## config.mk

```make
export PLATFORM = sky130hd
export DESIGN_NAME = led_frame_scheduler
export DESIGN_NICKNAME = d
export VERILOG_FILES = /design/src/rtl/led_pkg.sv /design/src/rtl/led_gap_timer.sv /design/src/rtl/led_frame_scheduler.sv
export SDC_FILE = /design/constraint.sdc
export NUM_CORES = 1
export LEC_CHECK = 0
export BUFFER_PORTS_ARGS = -buffer_cell sky130_fd_sc_hd__buf_2
export CELL_PAD_IN_SITES_DETAIL_PLACEMENT = 0
export CELL_PAD_IN_SITES_GLOBAL_PLACEMENT = 1
export CORE_AREA = 2 2 127 129
export DETAILED_ROUTE_END_ITERATION = 8
export DIE_AREA = 0 0 129 131
export HOLD_SLACK_MARGIN = 0.03
export PLACE_DENSITY = 0.82
export SETUP_SLACK_MARGIN = 0.2
export SLEW_MARGIN = 20
export SYNTH_ARGS = -nofsm -noshare
export SYNTH_HDL_FRONTEND = slang
export SYNTH_HIERARCHICAL = 1
export SYNTH_SLANG_ARGS = --single-unit
```

## constraint.sdc

```tcl
create_clock -name clk -period 3 [get_ports clk]
set_input_delay 0.15 -clock clk [delete_from_list [all_inputs] [get_ports clk]]
set_output_delay 0.15 -clock clk [all_outputs]
set_load 0.005 [all_outputs]
```

## src/rtl/led_pkg.sv

```systemverilog
// Shared encodings and parameter derivations for the LED frame scheduler.
package led_pkg;

  typedef enum logic [0:0] {
    W_IDLE   = 1'b0,
    W_ACTIVE = 1'b1
  } wr_state_e;

  typedef enum logic [1:0] {
    S_IDLE = 2'd0,
    S_REQ  = 2'd1,
    S_BUSY = 2'd2,
    S_GAP  = 2'd3
  } snd_state_e;

  function automatic int calc_nbytes(input int led_cnt);
    return led_cnt * 3;
  endfunction

  function automatic int calc_frame_w(input int led_cnt);
    return led_cnt * 24;
  endfunction

  function automatic int calc_gap_cycles(input int clk_speed, input int gap_us);
    return clk_speed / 1_000_000 * gap_us;
  endfunction

  function automatic int calc_cnt_w(input int max_val);
    return (max_val < 2) ? 1 : $clog2(max_val + 1);
  endfunction

  // Bus bytes arrive MSB first, the serializer shifts frame bit 0 first.
  function automatic logic [7:0] bit_rev8(input logic [7:0] b);
    logic [7:0] r;
    for (int i = 0; i < 8; i++) r[i] = b[7-i];
    return r;
  endfunction

endpackage

```

## src/rtl/led_gap_timer.sv

```systemverilog
// Loadable down-counter that times the idle gap between transmissions.
module led_gap_timer #(
  parameter int CNT_W = 4
) (
  input  logic             clk_i,
  input  logic             rst_n_i,
  input  logic             load_i,
  input  logic [CNT_W-1:0] load_val_i,
  output logic             done_o
);

  logic [CNT_W-1:0] cnt_q, cnt_d;

  always_comb begin
    cnt_d = cnt_q;
    if (load_i)              cnt_d = load_val_i;
    else if (cnt_q != '0)    cnt_d = cnt_q - 1'b1;
  end

  always_ff @(posedge clk_i or negedge rst_n_i) begin
    if (!rst_n_i) cnt_q <= '0;
    else          cnt_q <= cnt_d;
  end

  assign done_o = (cnt_q == '0);

endmodule

```

## src/rtl/led_frame_scheduler.sv

```systemverilog
// Double-buffered LED frame: bus writes fill a shadow frame, which is committed
// atomically to the active frame and handed to the serializer with a min idle gap.
//   state    | meaning
//   W_IDLE   | no bus transaction open
//   W_ACTIVE | bus transaction open, bytes land in shadow
//   S_IDLE   | waiting for a pending frame and a closed transaction
//   S_REQ    | tx_req raised, waiting for serializer to go busy
//   S_BUSY   | serializer transmitting
//   S_GAP    | enforcing idle gap before the next commit
module led_frame_scheduler
  import led_pkg::*;
#(
  parameter int LED_CNT   = 3,
  parameter int CLK_SPEED = 25_000_000,
  parameter int GAP_US    = 60
) (
  input  logic                              clk,
  input  logic                              reset,
  input  logic                              wr_start,
  input  logic                              wr_stop,
  input  logic [7:0]                        wr_index,
  input  logic [7:0]                        wr_data,
  input  logic                              wr_valid,
  input  logic                              tx_busy,
  output logic [calc_frame_w(LED_CNT)-1:0]  frame_o,
  output logic                              tx_req,
  output logic                              commit_o,
  output logic                              pending_o,
  output logic                              overflow_o
);

  localparam int NBYTES     = calc_nbytes(LED_CNT);
  localparam int FRAME_W    = calc_frame_w(LED_CNT);
  localparam int GAP_CYCLES = calc_gap_cycles(CLK_SPEED, GAP_US);
  localparam int CNT_W      = calc_cnt_w(GAP_CYCLES);
  localparam logic [CNT_W-1:0] GAP_LOAD = CNT_W'((GAP_CYCLES > 0) ? GAP_CYCLES - 1 : 0);

  wr_state_e          w_state_q, w_state_d;
  snd_state_e         s_state_q, s_state_d;
  logic [7:0]         idx_q, idx_d;
  logic               written_q, written_d;
  logic               pending_q, pending_d;
  logic               overflow_q, overflow_d;
  logic [FRAME_W-1:0] shadow_q, shadow_d;
  logic [FRAME_W-1:0] active_q, active_d;
  logic               store;
  logic               commit;
  logic               gap_load;
  logic               gap_done;

  // Write FSM: wr_start always restarts the transaction, even mid-transfer.
  always_comb begin
    w_state_d  = w_state_q;
    idx_d      = idx_q;
    written_d  = written_q;
    overflow_d = overflow_q;
    pending_d  = pending_q;
    store      = 1'b0;
    if (commit) pending_d = 1'b0;
    if (wr_start) begin
      w_state_d  = W_ACTIVE;
      idx_d      = wr_index;
      overflow_d = 1'b0;
      written_d  = 1'b0;
    end else if (w_state_q == W_ACTIVE) begin
      if (wr_valid) begin
        if (int'(idx_q) < NBYTES) begin
          store     = 1'b1;
          idx_d     = idx_q + 8'd1;
          written_d = 1'b1;
        end else begin
          overflow_d = 1'b1;
        end
      end
      if (wr_stop) begin
        w_state_d = W_IDLE;
        if (written_d) pending_d = 1'b1;
      end
    end
  end

  always_comb begin
    shadow_d = shadow_q;
    for (int b = 0; b < NBYTES; b++) begin
      if (store && (int'(idx_q) == b)) shadow_d[8*b +: 8] = bit_rev8(wr_data);
    end
  end

  // Send FSM: commit only when no transaction is open so frames stay atomic.
  always_comb begin
    s_state_d = s_state_q;
    active_d  = active_q;
    commit    = 1'b0;
    gap_load  = 1'b0;
    case (s_state_q)
      S_IDLE: begin
        if (pending_q && (w_state_q == W_IDLE)) begin
          commit    = 1'b1;
          active_d  = shadow_q;
          s_state_d = S_REQ;
        end
      end
      S_REQ:  if (tx_busy) s_state_d = S_BUSY;
      S_BUSY: begin
        if (!tx_busy) begin
          gap_load  = 1'b1;
          s_state_d = S_GAP;
        end
      end
      S_GAP:  if (gap_done) s_state_d = S_IDLE;
      default: s_state_d = S_IDLE;
    endcase
  end

  always_ff @(posedge clk or negedge reset) begin
    if (!reset) begin
      w_state_q  <= W_IDLE;
      s_state_q  <= S_IDLE;
      idx_q      <= '0;
      written_q  <= 1'b0;
      pending_q  <= 1'b0;
      overflow_q <= 1'b0;
      shadow_q   <= '0;
      active_q   <= '0;
    end else begin
      w_state_q  <= w_state_d;
      s_state_q  <= s_state_d;
      idx_q      <= idx_d;
      written_q  <= written_d;
      pending_q  <= pending_d;
      overflow_q <= overflow_d;
      shadow_q   <= shadow_d;
      active_q   <= active_d;
    end
  end

  led_gap_timer #(.CNT_W(CNT_W)) u_gap_timer (
    .clk_i      (clk),
    .rst_n_i    (reset),
    .load_i     (gap_load),
    .load_val_i (GAP_LOAD),
    .done_o     (gap_done)
  );

  assign frame_o    = active_q;
  assign tx_req     = (s_state_q == S_REQ);
  assign commit_o   = commit;
  assign pending_o  = pending_q;
  assign overflow_o = overflow_q;

endmodule

```

== Yosys cells after proc, flatten, opt, wreduce, memory -nomap -nowiden ==
Index checks and enable logic that the tools add are counted.

* Register bits: 169
* Input bits: 22
* Output and inout port bits: 76
* Word-level logic and storage cells: 96

* Add/sub/neg operators: 2
* Order comparisons: 1
* Eq/ne operators: 16
* Multiplexer cells: 37
* Bitwise operators: 1
* Reduce and logical (&&, ||, !) cells: 22

{| class="wikitable"
|+ Operators with widths
! cell !! number
|-
| equality test 8 x 4 -> 1 bit (second input constant) || 4
|-
| 2-to-1 mux 8 bit || 4
|-
| 2-to-1 mux 1 bit || 26
|-
| 2-to-1 mux 11 bit || 2
|-
| equality test 8 x 3 -> 1 bit (second input constant) || 2
|-
| logical NOT 11 bit || 1
|-
| nonzero test 11 bit || 1
|-
| subtractor 11 x 1 -> 11 bit (second input constant) || 1
|-
| logical AND 1 bit || 10
|-
| inequality test 2 bit (second input constant) || 5
|-
| adder 8 x 1 -> 8 bit (second input constant) || 1
|-
| equality test 8 x 2 -> 1 bit (second input constant) || 1
|-
| equality test 8 x 5 -> 1 bit (second input constant) || 1
|-
| logical NOT 8 bit || 1
|-
| < comparator 8 x 4 -> 1 bit (second input constant) || 1
|-
| 2-to-1 mux 2 bit || 4
|-
| one-hot mux 2 bit (4 select lines) || 1
|-
| nonzero test 2 bit || 4
|-
| AND reduction 3 bit || 2
|-
| equality test 2 bit (second input constant) || 2
|-
| AND reduction 4 bit || 1
|-
| equality test 2 x 1 -> 1 bit (second input constant) || 1
|-
| logical NOT 2 bit || 1
|-
| AND reduction 2 bit || 1
|-
| NOT 1 bit || 1
|}

== Longest topological paths before layout ==
* Word-level depth: 9
* Depth in mapped cells: 8

== Modules after synthesis ==
The synthesis kept the hierarchy.

{| class="wikitable"
|+ Modules (own cells, without submodules)
! module !! instances !! cells each !! area an instance (um^2)
|-
| led_frame_scheduler || 1 || 544 || 6259.8
|-
| led_gap_timer || 1 || 63 || 626.9
|}

== Least setup slack after synthesis ==
No wires, ideal clock.

* Path type: reg-to-reg
* Start: register idx_q[5]
* End: register shadow_q[10]
* Library setup time: 125 ps
* Arrival time: 2308 ps
* Slack: 567 ps
* Stages on the path, launching flop included: 7
* Path buffers: 2
* Clock period less this slack: 2433 ps
* Cell sequence: dfrtp_1 or4_4 buf_6 or3_4 or4b_4 buf_6 mux2_4

* Cells in the longest elaborated chain, start to end: 6
* Elaborated cells on any way between the ends: 7
* Those cells by class: order compare (1); eq/ne (1); mux (4); reduce/logical (1)

{| class="wikitable"
|+ Ends and longest elaborated chain
! what !! line !! RTL
|-
| start: declaration || led_frame_scheduler.sv:40 || <nowiki>logic [7:0] idx_q, idx_d;</nowiki>
|-
| start signal: assignment || led_frame_scheduler.sv:128 || <nowiki>idx_q <= idx_d;</nowiki>
|-
| < comparator 8 x 4 -> 1 bit || led_frame_scheduler.sv:67 || <nowiki>if (int'(idx_q) < NBYTES) begin</nowiki>
|-
| 2-to-1 mux 1 bit || led_frame_scheduler.sv:67 ||
|-
| 2-to-1 mux 1 bit || led_frame_scheduler.sv:66 || <nowiki>if (wr_valid) begin</nowiki>
|-
| 2-to-1 mux 1 bit || led_frame_scheduler.sv:65 || <nowiki>end else if (w_state_q == W_ACTIVE) begin</nowiki>
|-
| 2-to-1 mux 1 bit || led_frame_scheduler.sv:60 || <nowiki>if (wr_start) begin</nowiki>
|-
| logical AND 1 bit * || led_frame_scheduler.sv:85 || <nowiki>if (store && (int'(idx_q) == b)) shadow_d[8*b +: 8] = bit_rev8(wr_data);</nowiki>
|-
| end signal: assignment || led_frame_scheduler.sv:132 || <nowiki>shadow_q <= shadow_d;</nowiki>
|-
| end: declaration || led_frame_scheduler.sv:44 || <nowiki>logic [FRAME_W-1:0] shadow_q, shadow_d;</nowiki>
|}

Every way passes the cells marked *; elsewhere a longest branch is shown, timed or not.
A chain may end at the register's enable or synchronous reset.

== Worst setup path in the final report ==
* Start: register idx_q[5]
* End: register shadow_q[69]

Same word-level chain as after synthesis.

==> impl_metrics.ini <==
[finish]
syn_to_final_growth_pct = 20.77
drive_above_1_share = 0.3016
stdcell_count = 952
fin_nets = 757
diodes = 0
utilization = 0.5332
design_area_um2 = 8317

[min_path]
hp-class = in2reg
holdPathStages = 2

[synthesis]
yosys_most_used_dff = dfrtp_1
synthXorXnorAreaFrac = 0.01017
ys_seq_area_frac = 0.6141
synth_edf_count = 0
post_synth_and_or_nand_nor_area_fraction = 0.1650
synth_top_family_by_area = simple AND/OR/NAND/NOR gates
syn_area_um2 = 6887
synth_cell_types = 45
synthArstFlopShare = 1.000
synthMuxAreaShare = 0.1350
syn_avg_cell_area_um2 = 11.35
yosys_register_bits = 169
synth_compound_area_frac = 0.03343
ys_warn_count = 6
synth_fa_ha_area_frac = 0.01999
syn_inst = 607

[route]
drc = 0
postRouteAntennaNets = 0
drt-total-wl_um = 14940
dr_total_vias = 4636
wl_per_cell_um = 15.69
drt_iter0_drc = 280
dr.pass1.iters = 4
vias_per_cell = 4.870

[cts]
h-tree-depth = 4
ctsResizeCount = 0
clk_path_buf_depth = 2
clk_latency_ns = 0.42
cts_tree = built
cts-root-buf = clkbuf_16
clkSinkCount = 169
clk_pin_slew_worst_paths_ns = 0.06
cts_buffers = 17

[grt]
antenna_found_initial = 0
grt_pass1_wl_um = 23920
overflow = 0
grt_pass1_vias = 4663
grt_max_degree = 74
gr-usage-all-layers = 0.1848

[critical_path]
startpoint_type = register
cp_max_fo = 8
cp.required_ns = 3.31
crit_arrival_ns = 2.73
rr_worst_depth = 4
path_class = reg2reg
end_kind = register

[placement]
place_area_um2 = 7644
hpwl_um = 9905
post-place-ws_ns = 0.5654
gp_congestion = 0.7643
place_inst = 910
io_buffers = 97

[sta]
fin_crit_sh = 0.8090
rsz0062_at_grt = no
finalSetupViolCount = 0
finalClockSkew_ns = 0.01001
slew_headroom = 0.5114
worst_slack_ns = 0.5731
worstMarginPinSlew_ns = 0.7328
tns_ns = 0
fin_crit_ns = 2.427
holdWs_ns = 0.1290
drv_slew = 0
fmax_mhz = 412.0
hold_viol_final = 0

[floorplan]
die-area_um2 = 16900
ios = 98
die_h_um = 131
start_util = 0.4415
rows = 46
core_region_area_um2 = 15600
die_width_um = 129

[power]
p_total_mw = 5.537
leakagePower_nw = 4.596
cellPowerDensity_nw_per_um2 = 665.8
vdd_drop_max_v = 0.0004077

[flow_run]
maxCapViolCount = 0

[run_status]
status = completed
==> timing repair <==
action	4_1_cts	5_1_grt
hold endpoints to repair	75	0
hold buffers	11	0
buffers inserted	0	0
==> cells in the final DEF, fill, tap and decap left out, types with 4 or more instances in the layout <==
master | netlist | final
nor2_1 | 7 | 7
nor2b_1 | 4 | 4
clkinv_2 | 0 | 4
nand3_1 | 5 | 5
buf_2 | 0 | 96
inv_1 | 9 | 9
buf_4 | 0 | 4
mux2_2 | 70 | 70
xnor2_1 | 7 | 7
dlygate4sd3_1 | 0 | 11
dfrtp_1 | 169 | 169
nand2_1 | 232 | 232
ha_1 | 11 | 11
clkbuf_16 | 0 | 17
mux2_4 | 8 | 8
o21ai_0 | 6 | 6
conb_1 | 2 | 11
==> area by class of cell <==
cell class              count  area [um^2]
clock inverters            10        92.59
clock buffers              21        470.5
multi-input cells         412         2545
well taps                 216        270.3
inverters                  10        37.54
repair buffers            114        671.9
flip-flops and latches    169         4229
fillers                  1382         7281
==> flip-flops by register name, summed over array words and instances (netlist names) <==
signal             flops
w_state_q              1
s_state_q              2
pending_o              1
idx_q                  8
u_gap_timer/cnt_q     11
shadow_q              72
frame_o               72
written_q              1
overflow_o             1
==> cell families (layout without fill, tap and decap cells) <==
family | Yosys count | in the layout
AO/OA/AOI/OAI | 32 | 32
XOR/XNOR | 8 | 8
adder cells (fa/ha/maj) | 11 | 11
buffers and inverters | 35 | 155
flip-flops | 169 | 169
multiplexers | 80 | 80
other | 2 | 11
AND/OR/NAND/NOR | 270 | 270
==> path summary, 6_finish.rpt <==
check,start,endpoint,slack [ns]
worst min-delay path,wr_start,overflow_o,0.13
worst max register to register,idx_q[5],shadow_q[69],0.57
worst max-delay path,idx_q[5],shadow_q[69],0.57
max in group asynchronous,reset,shadow_q[51],1.73
min in group asynchronous,reset,frame_o[19],0.29
worst min register to register,shadow_q[71],frame_o[71],0.46
==> power by group <==
group          total (mW)  switching, mW  internal, mW
registers            2.65          0.166          2.48
logic               0.818          0.443         0.376
clock network        2.07          0.869          1.21
total                5.54           1.48          4.06
==> cells in the mapped netlist (3+ instances only) <==
master	number	area [um^2]
mux2_4	8	120.1
nor2b_1	4	25.02
nand2b_1	3	18.77
inv_1	9	33.78
nand2_1	232	870.8
o41ai_1	3	26.28
or4_4	3	33.78
o21ai_0	6	30.03
a21oi_1	3	15.01
nor2_1	7	26.28
o31ai_1	3	22.52
clkbuf_1	22	82.58
nand3_1	5	25.02
xnor2_1	7	61.31
ha_1	11	137.6
mux2_2	70	788.3
dfrtp_1	169	4229
and3_1	3	18.77
nor3_2	3	30.03
==> worst max-delay path: stages (launching register included) <==
cell and delay (ns):
dfrtp_1 0.38, or4_4 0.58, or3_4 0.41, nor3_2 0.54, mux2_2 0.41
==> per-layer routing <==
layer | GRT usage | share of wire
met1 | 0.2463 | 0.46
met2 | 0.3028 | 0.49
met3 | 0.04316 | 0.038
met4 | 0.05818 | 0.010
met5 | 0 | 0
Note: power is estimated with default switching activity, not from simulation.
